===== config.mk =====
export PLATFORM = sky130hd
export DESIGN_NAME = usbfs_rx_pkt_buf
export DESIGN_NICKNAME = d
export VERILOG_FILES = /design/src/rtl/usbfs_rx_pkt_buf.sv
export SDC_FILE = /design/constraint.sdc
export NUM_CORES = 1
export LEC_CHECK = 0
export ABC_AREA = 1
export BUFFER_PORTS_ARGS = -buffer_cell sky130_fd_sc_hd__buf_4
export CAP_MARGIN = 20
export CORE_MARGIN = 3
export CORE_UTILIZATION = 35
export CTS_CLUSTER_SIZE = 10
export DETAILED_ROUTE_END_ITERATION = 10
export GPL_TIMING_DRIVEN = 1
export PLACE_DENSITY = 0.62
export REMOVE_ABC_BUFFERS = 1
export SETUP_SLACK_MARGIN = 0.3
export SLEW_MARGIN = 20
export SYNTH_ARGS = -nofsm -noshare
export SYNTH_HDL_FRONTEND = slang
export SYNTH_SLANG_ARGS = --single-unit

===== constraint.sdc =====
create_clock -name i_clk -period 2.8 [get_ports i_clk]
set_clock_uncertainty 0.2 [all_clocks]
set_input_delay 0.56 -clock i_clk [delete_from_list [all_inputs] [get_ports i_clk]]
set_output_delay 0.56 -clock i_clk [all_outputs]
set_load 0.005 [all_outputs]

===== src/rtl/usbfs_rx_pkt_buf.sv =====
// rtl/usbfs_rx_pkt_buf.sv - USB FS OUT DATA packet buffer with CRC strip, toggle check and handshake decision
module usbfs_rx_pkt_buf #(
  parameter  int MAX_PKT = 8,
  localparam int IW      = (MAX_PKT > 1) ? $clog2(MAX_PKT) : 1,
  localparam int CW      = $clog2(MAX_PKT + 1)
) (
  input  logic          i_clk,
  input  logic          i_rst_n,
  input  logic          i_pktStart,
  input  logic          i_pktPid1,
  input  logic          i_byteValid,
  input  logic [7:0]    i_byte,
  input  logic          i_pktEnd,
  input  logic          i_pktErr,
  input  logic          i_toggleClr,
  output logic          o_hsAck,
  output logic          o_hsNak,
  output logic          o_hsStall,
  output logic          o_erValid,
  input  logic          i_erReady,
  input  logic          i_erStall,
  input  logic          i_erRdEn,
  input  logic [IW-1:0] i_erRdIdx,
  output logic [7:0]    o_erRdByte,
  output logic [CW-1:0] o_erRdNBytes
);

  typedef enum logic [1:0] {
    ST_IDLE = 2'd0,
    ST_RECV = 2'd1,
    ST_DROP = 2'd2
  } rx_state_e;

  rx_state_e       state_q;
  logic            full_q;
  logic            tog_q;       // expected PID: 0=DATA0, 1=DATA1
  logic            pid_q;       // PID of the packet in flight
  logic [CW-1:0]   wr_cnt_q;
  logic [CW-1:0]   wr_cnt_d;
  logic [1:0]      dl_cnt_q;    // occupancy of the 2-byte CRC delay line
  logic [1:0]      dl_cnt_d;
  logic            ovf_q;
  logic            ovf_d;
  logic [7:0]      dl0_q;       // oldest byte in the delay line
  logic [7:0]      dl1_q;
  logic            mem_we;
  logic            hs_ack_q;
  logic            hs_nak_q;
  logic            hs_stall_q;
  logic [CW-1:0]   nbytes_q;
  logic [7:0]      rd_byte_q;
  logic [7:0]      mem_q [MAX_PKT];

  assign o_hsAck      = hs_ack_q;
  assign o_hsNak      = hs_nak_q;
  assign o_hsStall    = hs_stall_q;
  assign o_erValid    = full_q;
  assign o_erRdByte   = rd_byte_q;
  assign o_erRdNBytes = nbytes_q;

  // Effect of this cycle's byte, so an EOP in the same cycle sees it already counted
  always_comb begin
    wr_cnt_d = wr_cnt_q;
    dl_cnt_d = dl_cnt_q;
    ovf_d    = ovf_q;
    mem_we   = 1'b0;
    if (i_rst_n && state_q == ST_RECV && i_byteValid && !i_pktStart) begin
      if (dl_cnt_q == 2'd2) begin
        if (wr_cnt_q == CW'(MAX_PKT)) begin
          ovf_d = 1'b1;
        end else begin
          mem_we   = 1'b1;
          wr_cnt_d = wr_cnt_q + CW'(1);
        end
      end else begin
        dl_cnt_d = dl_cnt_q + 2'd1;
      end
    end
  end

  // Rx FSM, full flag, toggle tracking and registered handshake decision
  always_ff @(posedge i_clk) begin
    if (!i_rst_n) begin
      state_q    <= ST_IDLE;
      full_q     <= 1'b0;
      tog_q      <= 1'b0;
      pid_q      <= 1'b0;
      wr_cnt_q   <= '0;
      dl_cnt_q   <= '0;
      ovf_q      <= 1'b0;
      dl0_q      <= '0;
      dl1_q      <= '0;
      hs_ack_q   <= 1'b0;
      hs_nak_q   <= 1'b0;
      hs_stall_q <= 1'b0;
      nbytes_q   <= '0;
    end else begin
      hs_ack_q   <= 1'b0;
      hs_nak_q   <= 1'b0;
      hs_stall_q <= 1'b0;

      if (full_q && i_erReady) begin
        full_q <= 1'b0;
      end

      if (i_pktStart) begin
        // A new PID always (re)starts reception; any packet in flight is abandoned silently
        pid_q    <= i_pktPid1;
        wr_cnt_q <= '0;
        dl_cnt_q <= '0;
        ovf_q    <= 1'b0;
        state_q  <= full_q ? ST_DROP : ST_RECV;
      end else begin
        case (state_q)
          ST_RECV: begin
            wr_cnt_q <= wr_cnt_d;
            dl_cnt_q <= dl_cnt_d;
            ovf_q    <= ovf_d;
            if (i_byteValid) begin
              case (dl_cnt_q)
                2'd0:    dl0_q <= i_byte;
                2'd1:    dl1_q <= i_byte;
                default: begin
                  dl0_q <= dl1_q;
                  dl1_q <= i_byte;
                end
              endcase
            end
            if (i_pktEnd) begin
              state_q <= ST_IDLE;
              if (i_pktErr || ovf_d || dl_cnt_d < 2'd2) begin
                // corrupt, oversized or runt packet: stay silent, host retries
              end else if (i_erStall) begin
                hs_stall_q <= 1'b1;
              end else if (pid_q != tog_q) begin
                hs_ack_q <= 1'b1;          // duplicate: ACK again, discard data
              end else begin
                hs_ack_q <= 1'b1;
                tog_q    <= ~tog_q;
                full_q   <= 1'b1;
                nbytes_q <= wr_cnt_d;
              end
            end
          end
          ST_DROP: begin
            if (i_pktEnd) begin
              state_q <= ST_IDLE;
              if (!i_pktErr) begin
                if (i_erStall) begin
                  hs_stall_q <= 1'b1;
                end else begin
                  hs_nak_q <= 1'b1;
                end
              end
            end
          end
          default: begin
            state_q <= ST_IDLE;
          end
        endcase
      end

      // Clearing the toggle overrides a flip from a packet ending this cycle
      if (i_toggleClr) begin
        tog_q <= 1'b0;
      end
    end
  end

  // Payload storage; contents survive reset
  always_ff @(posedge i_clk) begin
    if (mem_we) begin
      mem_q[wr_cnt_q[IW-1:0]] <= dl0_q;
    end
  end

  // Registered random-access read port for the endpoint
  always_ff @(posedge i_clk) begin
    if (!i_rst_n) begin
      rd_byte_q <= '0;
    end else if (i_erRdEn) begin
      if (int'(i_erRdIdx) < MAX_PKT) begin
        rd_byte_q <= mem_q[i_erRdIdx];
      end else begin
        rd_byte_q <= '0;
      end
    end
  end

endmodule


==> Word level (Yosys, flattened, before mapping) <==
Memories as Yosys holds them, arrays and structs flattened. A register that Yosys moved wholly into a read port is not among the register bits.
Cells that the tools add are included.
{ "classes": {"n_addsub": 2, "n_lt_le_gt_ge": 1, "eq_ne": 7, "n_mux": 32, "bitwise": 11, "reduce_logical": 17} }
{ "op_table": {"columns": ["operator", "n"], "rows": [
  ["2-to-1 mux 1 bit", 21],
  ["one-hot mux 8 bit (2 select lines)", 1],
  ["2-to-1 mux 2 bit", 6],
  ["2-to-1 mux 4 bit", 3],
  ["NOT 1 bit", 11],
  ["OR reduction 5 bit", 2],
  ["AND reduction 4 bit", 2],
  ["AND reduction 6 bit", 1],
  ["OR reduction 2 bit", 3],
  ["adder 4 x 1 -> 4 bit (second input constant)", 1],
  ["equality test 2 x 1 -> 1 bit (second input constant)", 2],
  ["equality test 2 bit (second input constant)", 2],
  ["equality test 4 bit (second input constant)", 1],
  ["logical AND 1 bit", 4],
  ["!= test 3 x 1 -> 1 bit (second input constant)", 1],
  ["adder 2 x 1 -> 2 bit (second input constant)", 1],
  ["logical NOT 1 bit", 2],
  ["logical NOT 2 bit", 1],
  ["logical OR 1 bit", 2],
  ["< comparator 2 bit (second input constant)", 1],
  ["one-hot mux 1 bit (2 select lines)", 1],
  ["!= test 1 bit", 1]
]} }
{ "totals": {"reg_bits": 35, "ramBits": 64, "output_inout_bits": 16, "word_cells": 84, "mem_count": 1} }
{ "mem_list": {"columns": ["name", "depth", "width", "rd", "rd_clocked_by_memory_dff", "wr", "line", "source"], "rows": [
  ["mem_q", 8, 8, 1, 1, 1, "52", "logic [7:0] mem_q [MAX_PKT];"]
]} }

==> Logic depth before layout (Yosys ltp) <==
Gate-level depths: netlist of run 1.
{ "depth": {"ltp_word": 11, "mapped_depth": 12, "depth_no_buf": 12} }

==> Least setup slack after synthesis of run 1 <==
No wires, ideal clock.
{ "synth_path": {"path_type": "input to register", "startpoint": "in i_byteValid", "endpoint": "mem mem_q[4][0] (enable)", "arrival_time_ps": 1753, "t_required_ps": 2217, "path_slack_ps": 464, "cell_stages": 6, "n_path_buf": 0, "path_cell_list": "nand2_2 inv_1 nand2_2 nor2_4 nand3_1 nor3_1"} }
{ "synth_via": {"elab_chain_cells": 5} }
{ "synth_lines": {"columns": ["item", "line", "source"], "rows": [
  ["start, declared", "11", "input logic i_byteValid,"],
  ["logical AND 1 bit (2 in series)", "67", "if (i_rst_n && state_q == ST_RECV && i_byteValid && !i_pktStart) begin"],
  ["2-to-1 mux 1 bit", "67", null],
  ["2-to-1 mux 1 bit", "172", "if (mem_we) begin"],
  ["2-to-1 mux 1 bit (implied by the code)", "173", "mem_q[wr_cnt_q[IW-1:0]] <= dl0_q;"],
  ["end, declared", "52", null]
]} }
No other way between the ends.

==> Final worst setup path of run 1 <==
{ "layout_path": {"startpoint": "reg wr_cnt_q[1]", "endpoint": "mem mem_q[5][7] (enable)"} }
{ "layout_via": {"elab_chain_cells": 6} }
{ "layout_lines": {"columns": ["item", "line", "source"], "rows": [
  ["start, declared", "38", "logic [CW-1:0] wr_cnt_q;"],
  ["start signal, assigned", "116", "wr_cnt_q <= wr_cnt_d;"],
  ["equality test 4 bit", "69", "if (wr_cnt_q == CW'(MAX_PKT)) begin"],
  ["2-to-1 mux 1 bit", "69", null],
  ["2-to-1 mux 1 bit", "68", "if (dl_cnt_q == 2'd2) begin"],
  ["2-to-1 mux 1 bit", "67", null],
  ["2-to-1 mux 1 bit", "172", null],
  ["2-to-1 mux 1 bit (implied by the code)", "173", null]
]} }
Several ways; a longest one is shown, not always the timed one.

==> results of run 1 <==
==> per-stage QoR <==
step,util (%),cells,area (sq um),setup WS (ps),power [mW]
finish,42.9,671,5290,643,3.12
global route,42.9,671,5290,448,3.24
CTS,42.9,671,5290,686,3.15
detailed placement,40.5,655,4980,592,1.89
global placement,40.5,655,4980,628,1.89
floorplan,-,442,4430,464,1.79
==> state kept, by name, summed over array words and instances (netlist names), 2 cells and up <==
| name | count |
|---|---|
| mem_q | 64 |
| o_erRdNBytes | 4 |
| o_erRdByte | 8 |
| dl0_q | 8 |
| state_q | 2 |
| wr_cnt_q | 4 |
| dl1_q | 8 |
| dl_cnt_q | 2 |
==> area by class of cell <==
type,instances,area [sq um],share of cell area [%]
Inverter,73,277,5.23
Clock buffer,11,243,4.59
Timing Repair Buffer,45,338,6.39
Sequential cell,107,2780,52.7
Tap cell,168,210,3.98
Clock inverter,5,61.3,1.16
Multi-Input combinational cell,262,1370,26.0
==> power groups by stage <==
stage               clock (mW)  combinational, mW  sequential, mW
finish                    1.27              0.158            1.69
global placement             0              0.156            1.73
floorplan                    0             0.0695            1.72
CTS                       1.30              0.160            1.69
detailed placement           0              0.159            1.73
global route              1.36              0.178            1.70
==> critical path, cell delays in order, from the launching register on <==
cell     delay (ps)
dfxtp_1         500
inv_1           150
ha_1            200
nand2_1          60
nor2_1           80
inv_1           120
nand3_2         130
nor3_1          210
buf_4           210
==> layer usage <==
metal	vias up	share of wire (%)
met3	8	5.5
li1	1627	-
met5	-	0
met1	1416	46
met4	0	1.2
met2	75	48
==> final timing paths <==
kind / start / depth (start not counted) / end
worst max-delay path: wr_cnt_q[1]$_SDFFE_PP0N_ / 8 / mem_q[5][7]$_DFFE_PP_
worst min-delay path: i_pktErr / 2 / o_hsNak$_SDFF_PP0_
worst max register to register: wr_cnt_q[1]$_SDFFE_PP0N_ / 8 / mem_q[5][7]$_DFFE_PP_
worst min register to register: dl1_q[1]$_SDFFE_PN0P_ / 2 / dl1_q[1]$_SDFFE_PN0P_
==> cells by family (layout without fill, tap and decap cells) <==
kind of cell / Yosys count / count (layout) / share of synthesized area [%]
flip-flops: 107 / 107 / 61.6
AND/OR/NAND/NOR: 131 / 131 / 13.8
AO/OA/AOI/OAI: 124 / 124 / 14.6
buffers and inverters: 91 / 134 / 8.05
adder cells (fa/ha/maj): 7 / 7 / 1.94
==> placed cells by master, fill, tap and decap left out, drive strengths merged <==
cell      Yosys  routed
bufinv        0       1
inv          73      74
o211ai        8       8
nand4         4       4
nor2         43      43
buf           5      45
a211oi        8       8
clkbuf       12      11
nor3         10      10
dfxtp        43      43
o21ai        60      60
ha            7       7
clkinvlp      0       3
edfxtp       64      64
nand2        57      57
or2           1       1
a21oi        48      48
nor4          1       1
nand3        15      15
==> impl_metrics.toml, run 1 <==
[outcome]
status = "finished clean"

[clock_network]
cts_made_buffers = 9
cts_max_level = 3
cts_tree = "done"
clkLatencyLatePin_ps = 350
post_cts_buffers = 0
path_clk_slew_ps = 70
post_cts_resized = 0
cts_root_buffer = "clkbuf_16"
holdBufCountCts = 0
cts.sink_count = 107
cts_max_path_buffers = 2

[min_path]
hold_class = "in -> reg"

[synthesis]
synth-edff-count = 64
ys_ff_latch = 107
yosys-top-cells-area = "edfxtp_1 43%, dfxtp_1 19%, o21ai_0 6.6%, inv_1 6.0%, a21oi_1 5.3%"
async_flop_share_pct = 0
netlist_area_sq_um = 4520
synthCells = 460
yosysMostFrequentCell = "inv_1"
synth_ff_type = "edfxtp_1"
synth_area_per_cell_sq_um = 9.83
yosys_warnings = 0
seq_area_frac_synth_pct = 61.6
synth.top_cell.area_share_pct = 42.5
synth_top_cells_by_count = "72 x inv_1, 64 x edfxtp_1, 60 x o21ai_0"
yosysTopAreaCell = "edfxtp_1"
synthDistinctLibCells = 29

[setup_path]
cp_data_arrival_time_ps = 2020
cp_max_fo = 8
endpoint_kind = "register"
crit_type = "reg -> reg"
crit_required_ps = 2660
reg2reg_slack_ps = 640
start_kind = "register"

[job]
max-cap-violations = 0

[sta]
hold_slack_ps = 200
post-route-period-util_pct = 77.0
setup-violations-final = 0
post-route-min-period_ps = 2160
fmax_mhz = 464
worst_pin_slew_ps = 539
drv_slew = 0
rsz0062_at_grt = "no"
slew-limit-headroom_pct = 64.1
fin_tns_setup_ps = 0
finalHoldViolations = 0

[die]
core_area_sq_um = 12300
ioPinCount = 38
die_h_um = 120
die_x_um = 120
rows = 40
start_util_pct = 36.7
die_area_sq_um = 14300

[pwr]
sw_frac_of_total_pct = 21.2
leakage_nw = 2.07
ir_drop_uv = 335
p_switching_mw = 0.662
p_seq_share_pct = 54.3
p_clk_share_pct = 40.7
p_per_area_nw_per_um2 = 590
p_comb_share_pct = 5.0
intPower_mw = 2.46

[global_route]
gr-usage-met2_pct = 21.9
grt_usage_pct = 13.5
first_global_vias = 3046
gr-max-usage-layer = "met2"
grt_start_max_net_pins = 65
overflow = 0
grt_pass1_wl_um = 15000
met1_usage_pct = 17.0
use_met3_pct = 4.67
antenna_found_initial = 0

[final_layout]
insertedDiodeCount = 0
drive_gt1_share_pct = 14.7
layout.nets = 527
syn_to_final_growth_pct = 16.9
fill_cells = 1230

[drt]
wl_per_cell_um = 13.6
postRouteAntennaNets = 0
totalWireLength_um = 9130
vias = 3126
drt_iter0_drc = 217
drt_pass1_iterations = 4
drc = 0
viasPerCell = 4.66

[placement]
place_hpwl_um = 6430
gp_congestion = 0.858
io_buffers = 37
No activity file was read; power rests on OpenSTA's default activity.
==> inputs of run 2 (changes only) <==
==> constraint.sdc (replaced) <==
create_clock -name i_clk -period 2.2 [get_ports i_clk]
set_clock_uncertainty 0.2 [all_clocks]
set_input_delay 0.44 -clock i_clk [delete_from_list [all_inputs] [get_ports i_clk]]
set_output_delay 0.44 -clock i_clk [all_outputs]
set_load 0.005 [all_outputs]
==> run 2 against run 1 <==
Compared with the run above: final cell count grew 1.9%; via count rose by 2.7%; clock power grew 35%; global-route usage grew 0.18 points; first-iteration DRC count down 12%; die area did not move; register-to-register slack got worse by 330 ps.
==> impl_metrics.toml, run 2 (synthesis gave the netlist of run 1 again) <==
[setup_path]
worstSetupStartpoint = "state_q[1]$_SDFFE_PN0P_"
crit_chain = "inv_2 -> ha_4 -> nand2_4 -> inv_4 -> nand2_4 -> nor2_4 -> nand3_4 -> nor3_4 -> buf_6"
cp_data_arrival_time_ps = 1740
slowest_stage = "dfxtp_2"
r2r-start = "state_q[1]$_SDFFE_PN0P_"
crit_required_ps = 2050
start_kind = "register"
slowest_delay_ps = 340
path_common_cell = "nand2_4"
endpoint_kind = "register"
cp_max_fo = 8
crit_type = "reg -> reg"

[sta]
hold_slack_ps = 75.4
drv_slew = 0
rsz0062_at_grt = "yes"
finalHoldViolations = 0
worst_pin_slew_ps = 549
setup-violations-final = 0
slew-limit-headroom_pct = 63.4
post-route-min-period_ps = 1890
post-route-period-util_pct = 85.9
fmax_mhz = 529

[final_layout]
syn_to_final_growth_pct = 22.1
drive_gt1_share_pct = 21.1
final_common_cell = "inv_1"
largest_reg_flops = 64
seq_area_sq_um = 2790
mostFrequentLayoutCells = "65 x inv_1, 64 x edfxtp_1, 60 x o21ai_0"
multi_input_area_sq_um = 1470
fill_cells = 1197
insertedDiodeCount = 0
layout.nets = 540

[global_route]
overflow = 0
first_global_vias = 3088
antenna_found_initial = 0
grt_usage_pct = 13.7
grt_start_max_net_pins = 65
grt_pass1_wl_um = 15200

[drt]
vias = 3210
drt_pass1_iterations = 5
drc = 0
viasPerCell = 4.69
totalWireLength_um = 9370
wl_per_cell_um = 13.7
postRouteAntennaNets = 0
drt_iter0_drc = 190

[die]
core_area_sq_um = 12300
rows = 40
die_x_um = 120
die_area_sq_um = 14300
ioPinCount = 38
start_util_pct = 36.7
die_h_um = 120

[placement]
place_hpwl_um = 6360
io_buffers = 37
gp_congestion = 0.840

[clock_network]
cts_made_buffers = 9
path_clk_slew_ps = 70
holdBufCountCts = 0
clkLatencyLatePin_ps = 340
cts.sink_count = 107
cts_max_path_buffers = 2
cts_root_buffer = "clkbuf_16"
cts_tree = "done"
cts_max_level = 3

[job]
max-cap-violations = 0

[pwr]
ir_drop_uv = 353
finalPower_mw = 4.08
leakage_nw = 2.19
p_per_area_nw_per_um2 = 739

[min_path]
hp-start = "i_pktErr"
hold_class = "in -> reg"

[outcome]
status = "finished clean"
## run 2: area by class of cell
cell class	instances	share of cell area (%)
Tap cell	168	3.81
Sequential cell	107	50.6
Inverter	73	5.05
Clock buffer	12	4.65
Clock inverter	4	1.31
Timing Repair Buffer	58	8.02
Multi-Input combinational cell	262	26.5
## run 2: worst max-delay path: cells and delay by family (launching register included)
family,cells,cell delay (ps)
buffers and inverters,3,290
DFF,1,340
adders and majority gates,1,140
and+or+nand+nor,5,640
## run 2: repair_timing
action,in CTS,in global routing
resized for setup,6,28
setup buffers,2,7
setup endpoints to repair,56,67
pin swaps,1,5
gates cloned,0,0
endpoints found under the hold margin,0,0
## run 2: final timing paths
check	to	slack (ps)	cells after the start
max	mem_q[5][6]$_DFFE_PP_	310	9
min	o_hsNak$_SDFF_PP0_	80	2
max reg2reg	mem_q[5][6]$_DFFE_PP_	310	9
min reg2reg	dl1_q[4]$_SDFFE_PN0P_	250	2
## run 2: routing by layer
layer	GRT usage, %	part of all wire, %
met3	3.06	5.6
met2	22.9	49
met5	0	0
met4	5.94	2.4
met1	17.0	44
## run 2: metrics by stage
step	std cells	TNS, ps	worst slack, ps	area, sq um	util, %
floorplan	442	-3250	-97.2	4430	-
global placement	659	0	142	5010	40.7
detailed placement	659	0	126	5010	40.7
CTS	677	0	270	5370	43.6
global route	684	0	229	5520	44.8
finish	684	0	310	5520	44.8
## run 2: power breakdown
| group | switching, mW | internal [mW] | total (mW) |
|---|---|---|---|
| sequential | 0.0241 | 2.13 | 2.15 |
| clock | 0.657 | 1.06 | 1.71 |
| combinational | 0.126 | 0.0860 | 0.212 |
| total | 0.807 | 3.27 | 4.08 |
==> inputs of run 3 (changes only) <==
--- a/config.mk
+++ b/config.mk
@@ -9,11 +9,11 @@
 export BUFFER_PORTS_ARGS = -buffer_cell sky130_fd_sc_hd__buf_4
 export CAP_MARGIN = 20
 export CORE_MARGIN = 3
-export CORE_UTILIZATION = 35
+export CORE_UTILIZATION = 55
 export CTS_CLUSTER_SIZE = 10
 export DETAILED_ROUTE_END_ITERATION = 10
 export GPL_TIMING_DRIVEN = 1
-export PLACE_DENSITY = 0.62
+export PLACE_DENSITY = 0.85
 export REMOVE_ABC_BUFFERS = 1
 export SETUP_SLACK_MARGIN = 0.3
 export SLEW_MARGIN = 20
==> run 3 against run 2 <==
Compared with the run above: first-iteration DRC count is 34% higher; worst setup slack worse by 5.6 ps; clock-buffer cell count is 2 lower; register-to-register slack hardly changed; sequential power hardly changed; largest cell class unchanged; highest routed layer unchanged.
==> impl_metrics.toml, run 3 (synthesis gave the netlist of run 1 again) <==
[setup_path]
endpoint_kind = "register"
crit_type = "reg -> reg"
cp_max_fo = 8
crit_chain = "inv_2 -> ha_4 -> nand2_2 -> inv_2 -> nand2_4 -> nor2_4 -> nand3_4 -> nor3_4 -> buf_6"
slowest_delay_ps = 340
path_common_cell = "inv_2"
slowest_stage = "dfxtp_2"
start_kind = "register"
crit_required_ps = 2090
crit_buf_inv = 3
crit_family = "simple AND/OR/NAND/NOR gates"
cp_data_arrival_time_ps = 1780

[sta]
slew-limit-headroom_pct = 64.2
drv_slew = 0
rsz0062_at_grt = "yes"
worst_slack_ps = 305
finalHoldViolations = 0
fmax_mhz = 528
post-route-min-period_ps = 1900
worst_pin_slew_ps = 536
post-route-period-util_pct = 86.2
setup-violations-final = 0

[drt]
drc = 0
postRouteAntennaNets = 0
drt_pass1_iterations = 5
vias = 3373
totalWireLength_um = 9580
wl_per_cell_um = 15.5
drt_iter0_drc = 255
viasPerCell = 5.46

[die]
die_h_um = 96.7
start_util_pct = 57.6
ioPinCount = 38
rows = 32
core_area_sq_um = 7850
die_x_um = 96.7
die_area_sq_um = 9340

[clock_network]
cts_max_level = 3
clkLatencyLatePin_ps = 370
path_clk_slew_ps = 110
cts_tree = "done"
cts_root_buffer = "clkbuf_8"
cts.sink_count = 107
cts_made_buffers = 9
cts_max_path_buffers = 2

[final_layout]
insertedDiodeCount = 0
fin_util_pct = 68.1
mostFrequentLayoutCells = "66 x inv_1, 64 x edfxtp_1, 60 x o21ai_0"
layout.nets = 540
final_common_cell = "inv_1"
instances_no_fill = 618
syn_to_final_growth_pct = 18.2
drive_gt1_share_pct = 21.3
largest_reg_flops = 64

[global_route]
grt_start_max_net_pins = 65
grt_pass1_wl_um = 15200
antenna_found_initial = 0
first_global_vias = 3240
grt_usage_pct = 20.3
overflow = 0

[placement]
gp_congestion = 0.836
placed_cells = 592
place_hpwl_um = 6370
place_ws_ps = 134
io_buffers = 37

[job]
max-cap-violations = 0

[pwr]
p_seq_share_pct = 60.2
intPower_mw = 2.73
p_switching_mw = 0.846
p_per_area_nw_per_um2 = 669
p_comb_share_pct = 5.9
ir_drop_uv = 447
p_clk_share_pct = 33.9
sw_frac_of_total_pct = 23.7
leakage_nw = 2.14

[min_path]
hold_class = "in -> reg"

[outcome]
status = "finished clean"
[run 3: cell count changes in the layout (fill, tap and decap cells not counted), sizes merged]
cell,delta
bufinv,-2
clkbuf,-2
clkinv,+1
clkinvlp,-1
inv,+4
[run 3: what timing repair did]
action	4_1_cts	5_1_grt
setup endpoints to repair	64	71
resized for setup	23	15
pin swaps	6	4
buffers inserted	7	3
hold buffers	0	0
[run 3: layout make-up]
| type | count | area (sq um) |
|---|---|---|
| Tap cell | 102 | 128 |
| Clock buffer | 10 | 149 |
| Fill cell | 573 | 2510 |
| Timing Repair Buffer | 58 | 454 |
| Clock inverter | 6 | 60.1 |
| Inverter | 73 | 277 |
| Multi-Input combinational cell | 262 | 1480 |
| Sequential cell | 107 | 2800 |
[run 3: per-stage QoR]
step	total power [mW]	instance area (sq um)	setup TNS, ps	hold slack (ps)
after CTS	3.61	5270	0	30.7
final	3.57	5340	0	49.2
after global placement	2.39	4920	0	238
after global routing	3.72	5340	0	32.9
after floorplan	2.28	4430	-3250	230
after detailed placement	2.40	4920	0	244
[run 3: worst paths after layout]
check	endpoint	from	cells after the start	slack [ps]
setup / recovery	mem_q[5][1]$_DFFE_PP_	state_q[1]$_SDFFE_PN0P_	9	300
hold / removal	o_hsNak$_SDFF_PP0_	i_pktErr	2	50
setup reg to reg	mem_q[5][1]$_DFFE_PP_	state_q[1]$_SDFFE_PN0P_	9	300
hold reg to reg	dl1_q[2]$_SDFFE_PN0P_	dl1_q[2]$_SDFFE_PN0P_	2	260
[run 3: power groups by stage]
| stage | logic (mW) | registers, mW | clock network (mW) |
|---|---|---|---|
| after floorplan | 0.0885 | 2.19 | 0 |
| after detailed placement | 0.203 | 2.20 | 0 |
| after global routing | 0.234 | 2.16 | 1.33 |
| final | 0.211 | 2.15 | 1.21 |
| after CTS | 0.208 | 2.15 | 1.25 |
| after global placement | 0.194 | 2.20 | 0 |
[run 3: metal layers]
layer	track usage, %	vias to the layer above	share of wire (%)
li1	-	1652	-
met1	24.5	1602	41
met2	37.0	110	52
met3	3.89	9	5.3
met4	5.51	0	0.98
met5	0	-	0
[run 3: worst reg2reg max path, stage by stage (launching register included)]
cell     delay, ps
dfxtp_2        340
inv_2           60
ha_4           130
nand2_2         60
inv_2           80
nand2_4         60
nor2_4         190
nand3_4        160
nor3_4         170
buf_6          160
